==> src/rtl/uart_alu_interface.sv <==
// Sequencer between UART RX, a combinational ALU and UART TX: gathers A, B and
// opcode bytes, latches the ALU result, launches one TX frame and waits for it.
module uart_alu_interface #(
  parameter int unsigned NB_DATA        = 8,
  parameter int unsigned NB_OP          = 6,
  parameter int unsigned NB_TIMEOUT     = 16,
  parameter int unsigned TIMEOUT_CYCLES = 50000
) (
  input  logic               i_clock,
  input  logic               i_reset,
  input  logic [NB_DATA-1:0] i_rx_data,
  input  logic               i_rx_done,
  input  logic               i_tx_done,
  input  logic [NB_DATA-1:0] i_alu_result,
  output logic [NB_DATA-1:0] o_alu_a,
  output logic [NB_DATA-1:0] o_alu_b,
  output logic [NB_OP-1:0]   o_alu_op,
  output logic [NB_DATA-1:0] o_tx_data,
  output logic               o_tx_start,
  output logic               o_busy,
  output logic               o_timeout,
  output logic               o_rx_drop
);

  typedef enum logic [2:0] {
    ST_WAIT_A  = 3'd0,
    ST_WAIT_B  = 3'd1,
    ST_WAIT_OP = 3'd2,
    ST_EXEC    = 3'd3,
    ST_SEND    = 3'd4,
    ST_WAIT_TX = 3'd5
  } state_t;

  // A zero cycle count disables the timeout; the timer then never leaves 0.
  localparam bit                    TIMEOUT_EN = (TIMEOUT_CYCLES != 0);
  localparam logic [NB_TIMEOUT-1:0] TIMER_LAST =
    TIMEOUT_EN ? NB_TIMEOUT'(TIMEOUT_CYCLES - 1) : '0;

  state_t              r_state;
  logic [NB_TIMEOUT-1:0] r_timer;
  logic [NB_DATA-1:0]  r_alu_a;
  logic [NB_DATA-1:0]  r_alu_b;
  logic [NB_OP-1:0]    r_alu_op;
  logic [NB_DATA-1:0]  r_tx_data;
  logic                r_tx_start;
  logic                r_busy;
  logic                r_timeout;
  logic                r_rx_drop;
  logic                w_expired;

  assign w_expired = TIMEOUT_EN && (r_timer == TIMER_LAST);

  always_ff @(posedge i_clock) begin
    if (i_reset) begin
      r_state    <= ST_WAIT_A;
      r_timer    <= '0;
      r_alu_a    <= '0;
      r_alu_b    <= '0;
      r_alu_op   <= '0;
      r_tx_data  <= '0;
      r_tx_start <= 1'b0;
      r_busy     <= 1'b0;
      r_timeout  <= 1'b0;
      r_rx_drop  <= 1'b0;
    end else begin
      r_tx_start <= 1'b0;
      r_timeout  <= 1'b0;
      r_rx_drop  <= 1'b0;
      case (r_state)
        ST_WAIT_A: begin
          if (i_rx_done) begin
            r_alu_a <= i_rx_data;
            r_timer <= '0;
            r_state <= ST_WAIT_B;
          end
        end
        ST_WAIT_B: begin
          if (i_rx_done) begin
            r_alu_b <= i_rx_data;
            r_timer <= '0;
            r_state <= ST_WAIT_OP;
          end else if (w_expired) begin
            r_timeout <= 1'b1;
            r_timer   <= '0;
            r_state   <= ST_WAIT_A;
          end else if (r_timer != TIMER_LAST) begin
            r_timer <= r_timer + 1'b1;
          end
        end
        ST_WAIT_OP: begin
          // A byte arriving on the expiry cycle is still accepted.
          if (i_rx_done) begin
            r_alu_op <= i_rx_data[NB_OP-1:0];
            r_timer  <= '0;
            r_busy   <= 1'b1;
            r_state  <= ST_EXEC;
          end else if (w_expired) begin
            r_timeout <= 1'b1;
            r_timer   <= '0;
            r_state   <= ST_WAIT_A;
          end else if (r_timer != TIMER_LAST) begin
            r_timer <= r_timer + 1'b1;
          end
        end
        ST_EXEC: begin
          r_tx_data  <= i_alu_result;
          r_tx_start <= 1'b1;
          r_rx_drop  <= i_rx_done;
          r_state    <= ST_SEND;
        end
        ST_SEND: begin
          r_rx_drop <= i_rx_done;
          r_state   <= ST_WAIT_TX;
        end
        ST_WAIT_TX: begin
          r_rx_drop <= i_rx_done;
          if (i_tx_done) begin
            r_busy  <= 1'b0;
            r_state <= ST_WAIT_A;
          end
        end
        default: begin
          r_busy  <= 1'b0;
          r_timer <= '0;
          r_state <= ST_WAIT_A;
        end
      endcase
    end
  end

  assign o_alu_a    = r_alu_a;
  assign o_alu_b    = r_alu_b;
  assign o_alu_op   = r_alu_op;
  assign o_tx_data  = r_tx_data;
  assign o_tx_start = r_tx_start;
  assign o_busy     = r_busy;
  assign o_timeout  = r_timeout;
  assign o_rx_drop  = r_rx_drop;

endmodule

==> config.mk <==
export PLATFORM = sky130hd
export DESIGN_NAME = uart_alu_interface
export DESIGN_NICKNAME = d
export VERILOG_FILES = /design/src/rtl/uart_alu_interface.sv
export SDC_FILE = /design/constraint.sdc
export NUM_CORES = 1
export LEC_CHECK = 0
export CAP_MARGIN = 10
export CORE_MARGIN = 1.5
export CORE_UTILIZATION = 44
export CTS_CLUSTER_DIAMETER = 200
export CTS_CLUSTER_SIZE = 10
export DETAILED_ROUTE_END_ITERATION = 7
export PLACE_DENSITY_LB_ADDON = 0.15
export SYNTH_ARGS = -nofsm -noshare
export SYNTH_HDL_FRONTEND = slang
export SYNTH_SLANG_ARGS = --single-unit
==> constraint.sdc <==
create_clock -name i_clock -period 1.6 [get_ports i_clock]
set_clock_uncertainty 0.1 [all_clocks]
set_input_delay 0.16 -clock i_clock [delete_from_list [all_inputs] [get_ports i_clock]]
set_output_delay 0.16 -clock i_clock [all_outputs]
set_load 0.05 [all_outputs]
==> metrics.txt, run 1 <==
Hold Startpoint i_alu_result[0]; RSZ-0062 raised after global routing true; Mean Syn Cell Area 8.53 um2; # nets final 368; Min-Delay Path Class in2reg; Distinct cells, synth 45; Slew @ Worst Pin 311 ps; CP startpoint r_timer[1]; outcome finished, violations left; Max Buffers Root-to-Sink 2; Slew Viols, Final 0; Post-Syn Instances 258; CORE AREA 4790 um2; chip height 73.7 um; initial antenna violation count 0; drc violations 0; root buf cell clkbuf_8; Critical Path Sink Type flip-flop; GP Congestion 0.767; Yosys warning count 0; Fin Hold WS 295 ps; Antenna Violating Nets Remaining 0; Min Clock Period, post-route 1650 ps; post-route setup TNS -93.6 ps; vias in the first global route 1937; largest net degree at the start of global routing 24; Via-to-Cell Ratio 4.95; crit path DAT 1780 ps; Reg clk slew, reported paths 90 ps; final hold viol count 0; row count 25; post-synthesis sequential area ratio 48.2%; initial core utilization 46.0%; cell area after synthesis 2200 um2; Via Count 2054; first-pass GRT wire length 8.71 mm; die area 5440 um2; io pins 54; setup ws final -48.1 ps; total power 2.81 mW; Initial DRC Count 107; Tcrit/Tclk final 103%; synthesized flop and latch total 53; top-area cell type share of the netlist area 48.2%; sequential power share 49.6%; Max Fclk 0.607 GHz; commonest non-fill, non-tap cell in the layout buf_4; crit-path max FO 7; layout cell share with drive strength beyond 1 33.3%; most frequent cells in the layout buf_4 (74), nand2_1 (58), dfxtp_1 (44); Fillers 390; clk sinks 53; failing checks negative setup slack; Max-Cap Viols 0; worst vdd ir 577 uV; total CTS buffers 5; Sw Share 27.6%; Post-synth EDFFs 0; CTS tree built; WL met2 2.48 mm; P_sw 0.775 mW; synth top area cells dfxtp_1 (48%), nand2_1 (9.9%), a21oi_1 (7.0%); met3 wire length 192 um; Hold-fix buffers, CTS 0; Clock Latency Late Sink 300 ps; critical path class reg2reg; DRT met1 WL 2.64 mm; synth-to-layout area growth 47.0%; final setup fails 4; part of the power in combinational logic 18.4%; Pre-Repair DR Iteration Count 4; input/output buffers 53; Die Wd 73.7 um; internal power 2.03 mW; Syn Nets 279; Post-synth ARST share 0%; Wirelength per Cell 12.9 um; Worst R2R Start r_timer[1]; DRT Wirelength 5.36 mm; total track usage 20.6%; Main synth FF type dfxtp_1; ant diodes 0; GRT Residual Overflow 0; largest area contributor in the netlist dfxtp_1; detailed placement HPWL 3.82 mm; H-tree levels 2; Relative slew margins 79.3%; uppermost layer routed met4; worst path required time 1730 ps; pre-CTS setup slack -389 ps; Startpoint Class flip-flop; clock power share 32.0%; power density cells 869 nW/um2; Static Leak 1.30 nW
power by group through the flow:
stage | sequential (mW) | clock (mW) | combinational [mW]
2_1_floorplan | 1.54 | 0 | 0.187
3_3_place_gp | 1.42 | 0 | 0.483
3_5_place_dp | 1.42 | 0 | 0.486
4_1_cts | 1.40 | 0.921 | 0.506
5_1_grt | 1.40 | 0.990 | 0.555
6_report | 1.39 | 0.900 | 0.517
critical path: stages, from the launching register on:
cell     delay (ps)
dfxtp_4         370
ha_4            160
and4b_1         190
nand4_1         100
buf_4           150
nor2b_4         260
nand3_2          90
a31oi_1         160
per-stage QoR:
stage | cells | utilization (%) | area [um2]
global route | 415 | 67.6 | 3230
detailed placement | 400 | 61.2 | 2930
CTS | 413 | 66.1 | 3160
global placement | 400 | 61.2 | 2930
finish | 415 | 67.6 | 3230
floorplan | 258 | - | 2210
logic make-up (layout without fill, tap and decap cells):
group | count (synthesis) | count (layout) | synth area share, %
mux | 8 | 8 | 3.70
fa+ha+maj | 1 | 1 | 0.568
xor+xnor | 9 | 9 | 3.58
simple gates | 122 | 122 | 26.3
buf+inv | 15 | 105 | 3.35
flops | 53 | 53 | 48.2
compound gates | 50 | 50 | 14.3
per-layer routing:
metal | vias to the layer above | track usage (%)
met1 | 941 | 27.3
li1 | 1064 | -
met3 | 6 | 4.94
met4 | 0 | 4.32
met5 | - | 0
met2 | 43 | 34.0
synth_stat cells, types with 2 or more instances:
cell      instances
xor2_1            7
nand3_1           7
buf_2             2
nor4bb_1          2
a21oi_1          31
nand4_1           5
and4_1            2
dfxtp_1          53
nand3b_1          2
nor2_1           22
o21bai_1          2
xnor2_1           2
a31oi_1           3
o21ai_0           3
nor3_1            5
or3_1             4
buf_6             2
mux2i_1           7
clkbuf_1         10
nand2_1          58
nand2b_1          2
and3_1            2
a22oi_1           2
nor2_2            2
sequential cells by signal (all words and copies together), names as in the netlist:
signal,cells
r_timer,16
o_tx_start,1
o_alu_b,8
o_alu_op,6
r_state,3
o_timeout,1
o_alu_a,8
o_tx_data,8
o_rx_drop,1
o_busy,1
path summary, 6_finish.rpt:
kind	end	slack (ps)	depth (start not counted)
max reg2reg	r_timer[3]	-50	7
min	o_tx_data[0]	290	3
min reg2reg	o_tx_data[3]	350	2
max	r_timer[3]	-50	7
area by class of cell:
class | instances | area [um2] | share of cell area [%]
inverter | 1 | 3.75 | 0.116
clock inverter | 2 | 38.8 | 1.20
timing repair buffer | 96 | 782 | 24.2
multi-input combinational | 190 | 1170 | 36.2
sequential | 53 | 1080 | 33.5
tap | 67 | 83.8 | 2.59
clock buffer | 6 | 72.6 | 2.24
repair_timing:
action	4_1_cts	5_1_grt
resized for setup	19	19
buffers inserted	5	3
pin swaps	13	15
endpoints found under the setup margin	18	22
Power figures use the tool's default switching activity.
==> inputs of run 2 (changes only) <==
- CTS_CLUSTER_SIZE: 10 -> default
==> results of run 2 <==
The final DEF is identical to that of run 1; final timing and power are the same.
